[config.mk]
export PLATFORM = sky130hd
export DESIGN_NAME = word_serializer
export DESIGN_NICKNAME = d
export VERILOG_FILES = /design/src/rtl/word_serializer.sv
export SDC_FILE = /design/constraint.sdc
export NUM_CORES = 1
export LEC_CHECK = 0
export BUFFER_PORTS_ARGS = -buffer_cell sky130_fd_sc_hd__clkbuf_2
export CORE_MARGIN = 3
export CORE_UTILIZATION = 40
export DETAILED_ROUTE_END_ITERATION = 8
export PLACE_DENSITY = 0.64
export SYNTH_ARGS = -nofsm -noshare
export SYNTH_HDL_FRONTEND = slang
export SYNTH_SLANG_ARGS = --single-unit
[constraint.sdc]
create_clock -name clk -period 3.35 [get_ports clk]
set_input_delay 0.335 -clock clk [delete_from_list [all_inputs] [get_ports clk]]
set_output_delay 0.335 -clock clk [all_outputs]
set_load 0.03 [all_outputs]
[src/rtl/word_serializer.sv]
// word_serializer: word-to-byte serializer with a one-word pending buffer; optional sticky overflow flag under WORD_SER_OVF_EN
module word_serializer #(
    parameter int BYTE_W         = 8,
    parameter int BYTES_PER_WORD = 2,
    parameter int WORD_W         = BYTE_W * BYTES_PER_WORD
) (
    input  logic              clk,
    input  logic              rst,
    input  logic              word_dv,
    input  logic [WORD_W-1:0] word,
    input  logic              msb_first,
    output logic              word_rdy,
    output logic              byte_dv,
    output logic [BYTE_W-1:0] byteee,
    input  logic              byte_rdy,
    output logic              busy,
    output logic              ovf,
    input  logic              ovf_clr
);
    localparam int CW = $clog2(BYTES_PER_WORD + 1);
    localparam logic [CW-1:0] FULL = CW'(BYTES_PER_WORD);
    typedef enum logic {IDLE, SEND} state_t;
    state_t            state, state_n;
    logic [WORD_W-1:0] act_sr, act_sr_n, pend_w, pend_w_n, rev_w, ld_w;
    logic [CW-1:0]     act_cnt, act_cnt_n;
    logic              pend_v, pend_v_n, accept, consume, last;
    genvar i;
    for (i = 0; i < BYTES_PER_WORD; i++) begin : g_rev
        assign rev_w[i*BYTE_W +: BYTE_W] = word[(BYTES_PER_WORD-1-i)*BYTE_W +: BYTE_W];
    end
    assign ld_w     = msb_first ? rev_w : word;
    assign word_rdy = !pend_v;
    assign byte_dv  = act_cnt != '0;
    assign byteee   = byte_dv ? act_sr[BYTE_W-1:0] : '0;
    assign busy     = byte_dv | pend_v;
    assign accept   = word_dv && word_rdy;
    assign consume  = byte_dv && byte_rdy;
    assign last     = consume && act_cnt == CW'(1);
    // state, active shift register and pending buffer
    always_ff @(posedge clk) begin
        if (rst) begin
            state   <= IDLE;
            act_sr  <= '0;
            act_cnt <= '0;
            pend_w  <= '0;
            pend_v  <= 1'b0;
        end else begin
            state   <= state_n;
            act_sr  <= act_sr_n;
            act_cnt <= act_cnt_n;
            pend_w  <= pend_w_n;
            pend_v  <= pend_v_n;
        end
    end
    // next state: load, shift out, refill from pending or same-edge word
    always_comb begin
        state_n   = state;
        act_sr_n  = act_sr;
        act_cnt_n = act_cnt;
        pend_w_n  = pend_w;
        pend_v_n  = pend_v;
        if (state == IDLE) begin
            if (accept) begin
                act_sr_n  = ld_w;
                act_cnt_n = FULL;
                state_n   = SEND;
            end
        end else if (last) begin
            if (pend_v) begin
                act_sr_n  = pend_w;
                act_cnt_n = FULL;
                pend_v_n  = 1'b0;
            end else if (accept) begin
                act_sr_n  = ld_w;
                act_cnt_n = FULL;
            end else begin
                act_sr_n  = act_sr >> BYTE_W;
                act_cnt_n = '0;
                state_n   = IDLE;
            end
        end else begin
            if (consume) begin
                act_sr_n  = act_sr >> BYTE_W;
                act_cnt_n = act_cnt - 1'b1;
            end
            if (accept) begin
                pend_w_n = ld_w;
                pend_v_n = 1'b1;
            end
        end
    end
`ifdef WORD_SER_OVF_EN
    // sticky overflow: a word offered while the pending buffer is full; set beats clear
    always_ff @(posedge clk) begin
        if (rst)
            ovf <= 1'b0;
        else if (word_dv && !word_rdy)
            ovf <= 1'b1;
        else if (ovf_clr)
            ovf <= 1'b0;
    end
`else
    logic unused_ovf_clr;
    assign unused_ovf_clr = ovf_clr;
    assign ovf = 1'b0;
`endif
endmodule

Word-level counts from Yosys, hierarchy flattened. Cells that the tools add are included.

Register bits after elaboration: 36. Input bits: 22. Output and inout bits: 12. Word-level logic and storage cells: 40.

Add/sub/neg operators: 1. Equal/unequal tests: 2. Multiplexer cells: 20. Bitwise operators: 2. Reduce and logical (&&, ||, !) cells: 10.

Operator list (number): $mux W16 (7); $mux W2 (6); $mux W8 (1); $mux W1 (6); $reduce_bool A2 Y1 (3); $reduce_and A2 Y1 (2); $logic_and A1 B1 Y1 (3); $ne A3 B1 Y1 const B (1); $reduce_and A3 Y1 (1); $eq A2 B1 Y1 const B (1); $sub A2 B1 Y2 const B (1); $logic_not A1 Y1 (1); $not A1 Y1 (1); $or A1 B1 Y1 (1).

Depth between registers and ports, before layout.
Depth in word-level cells: 6. Gate-level depth with buffers: 8. Mapped depth without buffers: 6.

Worst setup path after synthesis. Ideal clock, no wire load.

Path kind: register to register. From: register act_cnt[0]. To: register act_sr[1]. Library setup time: 0.134 ns. Data arrival time: 1.516 ns. Setup slack: 1.700 ns. Cell stages (with the launch flop): 8. Path buffers: 1. Cells stage by stage: dfxtp_1 -> inv_1 -> ha_1 -> nand3b_2 -> a21o_1 -> buf_4 -> a221oi_2 -> a211oi_1.

Cells in the longest elaborated chain, start to end: 5.

Ends and longest elaborated chain: start, declared (RTL line 25) `logic [CW-1:0] act_cnt, act_cnt_n;`; start signal, assigned (RTL line 50) `act_cnt <= act_cnt_n;`; $reduce_bool A2 Y1 (RTL line 33) `assign byte_dv = act_cnt != '0;`; $logic_and A1 B1 Y1 (RTL line 37) `assign consume = byte_dv && byte_rdy;`; $logic_and A1 B1 Y1 (RTL line 38) `assign last = consume && act_cnt == CW'(1);`; $ne A3 B1 Y1 (no line) or $mux W16 (tied branches); $reduce_and A2 Y1 (no line) or $mux W16 (tied branches); end signal, assigned (RTL line 49) `act_sr <= act_sr_n;`; end, declared (RTL line 24) `logic [WORD_W-1:0] act_sr, act_sr_n, pend_w, pend_w_n, rev_w, ld_w;`.

Parallel ways exist; a longest one is shown, timed or not. A chain may end at the register's enable or synchronous reset.

Worst setup path after layout.
From: register act_cnt[0]. To: register act_sr[0].

The elaborated chain is that of the path after synthesis.

==> results.txt <==
initial DRC count: 126
RSZ-0062 raised after global routing: no
All-Layer GR Usage: 16.2%
initial core utilization: 42.7%
Clk Latency, worst-skew pair: 0.29 ns
via count: 1511
Final Hold Viols: 0
Critical Path Max Stage Delay: 0.37 ns
Buffers on Ports: 31
Fillers: 452
flip-flop and latch area: 721 um^2
Synth Instances: 203
gpl congestion: 0.698
fin area: 0.00214 mm^2
setup violation total in the final timing report: 0
Most used DFF post-synth: dfxtp_1
Pwr Density: 470 mW/mm^2
Crit Path Class: reg -> reg
status: complete, no violations
Critical Path AT: 2.35 ns
Nets: 251
clk sinks: 36
Leakage: 0.000825 uW
Clock transition at path regs: 0.07 ns
layout cell share with drive strength beyond 1: 30.3%
Layout Skew: 0.00581 ns
area of the multi-input gates: 0.00106 mm^2
Top Metal Used: met4
Critical Path Start Type: register
Avg Synthesized Cell Area: 9.41 um^2
Antenna Nets Post-Route: 0
first-pass GRT wire length: 6940 um
io pins: 34
hold_buf cts: 0
die area: 0.00564 mm^2
metal2 WL: 1840 um
Core Region: 0.00447 mm^2
WP data required: 3.49 ns
Slew Limit Headroom: 44.1%
Remaining DRCs: 0
area grow syn2layout: 11.8%
die width: 75.1 um
Final Cycle Share: 65.8%
synth warn: 0
VDD IR max: 0.219 mV
via/cell ratio: 5.40
Final Max Slew Viols: 0
H-tree depth: 2
placed inst area: 0.00204 mm^2
hold slack: 0.379 ns
register area share after synthesis: 37.7%
Placement Setup Slack: 1.14 ns
worst path bufs/invs: 2
Avg WL per Cell: 14.6 um
Post-Route WL: 4100 um
CTS tree: done
area share of the largest cell type after synthesis: 37.7%
Crit Path Max Fanout: 13
number of synthesized flops with an enable pin: 0
slowest CP cell: dfxtp_1
fmax: 0.454 GHz
delay-heaviest family, CP: compound AO/OA/AOI/OAI gates
router iterations before antenna repair: 4
die height: 75.1 um
dominant cell type by area after synthesis: dfxtp_1
Rows: 24
Slew @ Worst Pin: 0.833 ns
vias in the first global route: 1417
diodes inserted: 0
worst hold path class: in -> reg
clock buffer depth: 2
crit end category: register
CTS resizes: 0
setup_tns: 0 ns
Cell Chain, Critical Path: inv_1 > ha_1 > nand3b_2 > o21a_1 > buf_4 > a221oi_1 > a211oi_1
Post-CTS Setup Bufs: 0
worst setup margin: 1.15 ns
WL met1: 2060 um
initial antenna violation count: 0
clk root buf: clkbuf_8
met3 routed WL: 134 um
Synth Cell Area: 0.00191 mm^2
DP Wirelength: 2710 um
grt ovf: 0
Period minus WS final: 2.20 ns
Synth async-reset ratio: 0%
Max-Cap Viols: 0
Synth area leaders: dfxtp_1 (38%), mux2_2 (9.4%), mux2i_1 (8.4%)
total CTS buffers: 5
Syn Nets: 227
Synth Register Bits: 36
synth unique cells: 31
largest net degree at the start of global routing: 37
kinds of logic (layout without fill, tap and decap cells):
family / Yosys count / after routing / share of synthesized area [%]
AO/OA/AOI/OAI: 42 / 42 / 19.2
multiplexers: 32 / 32 / 17.8
adder cells (fa/ha/maj): 2 / 2 / 1.31
buffers and inverters: 21 / 46 / 6.61
AND/OR/NAND/NOR: 69 / 69 / 17.2
other: 1 / 1 / 0.196
flip-flops: 36 / 36 / 37.7
worst min-delay path: cells and delay by family:
| family | cells | cell delay (ns) |
|---|---|---|
| AOI/OAI and AO/OA | 2 | 0.17 |
| buffers and inverters | 1 | 0.11 |
area by class of cell:
type / count / area share (%)
repair buffers: 34 / 8.32
clock buffers: 7 / 4.04
well taps: 52 / 3.05
flip-flops and latches: 36 / 33.7
clock inverters: 1 / 0.351
inverters: 4 / 0.703
multi-input cells: 146 / 49.8
final timing paths:
path              startpoint        end  slack [ns]  cells past startpoint
hold reg to reg    pend_w[3]  act_sr[3]        0.45                      2
setup / recovery  act_cnt[0]  act_sr[0]        1.15                      7
setup reg to reg  act_cnt[0]  act_sr[0]        1.15                      7
hold / removal       word_dv     pend_v        0.38                      3
placed cells by master (no fill, tap or decap), drive strengths merged, types with 5 or more instances in the layout:
cell type  count
a211oi        10
a221oi        16
clkbuf        38
dfxtp         36
mux2          16
mux2i         16
nand2          8
nor2          32
nor2b          9
nor3           7
o21ai         10
or3            5
registers in the layout, indices dropped and copies added, names as in the netlist:
name / cells
act_cnt: 2
pend_v: 1
act_sr: 16
state: 1
pend_w: 16
synth_stat cells (2+ instances only):
library cell,instances
a221oi_2,10
nor3_1,7
clkbuf_1,5
o21ai_1,2
buf_6,3
nor2_1,32
ha_1,2
dfxtp_1,36
mux2_2,16
a221oi_1,6
inv_1,4
nor2b_1,9
or3_1,5
a211oi_1,10
o21ai_0,7
mux2i_1,16
buf_4,6
buf_2,2
nand3_1,3
a21oi_1,4
nand2_1,8
per-layer routing:
layer | track usage (%) | vias to the layer above
met5 | 0 | -
met4 | 6.52 | 0
met3 | 3.20 | 7
met2 | 25.0 | 27
met1 | 22.2 | 697
li1 | - | 780
through the flow:
step | power, uW | cells | utilization [%]
floorplan | 649 | 203 | -
global placement | 688 | 272 | 45.6
detailed placement | 691 | 272 | 45.6
CTS | 1010 | 280 | 47.7
global route | 1050 | 280 | 47.7
finish | 1000 | 280 | 47.7
where the power goes:
part           switching, uW  internal (uW)
logic                    115           82.8
registers               21.7            461
clock network            155            167
Note: power is estimated with default switching activity, not from simulation.
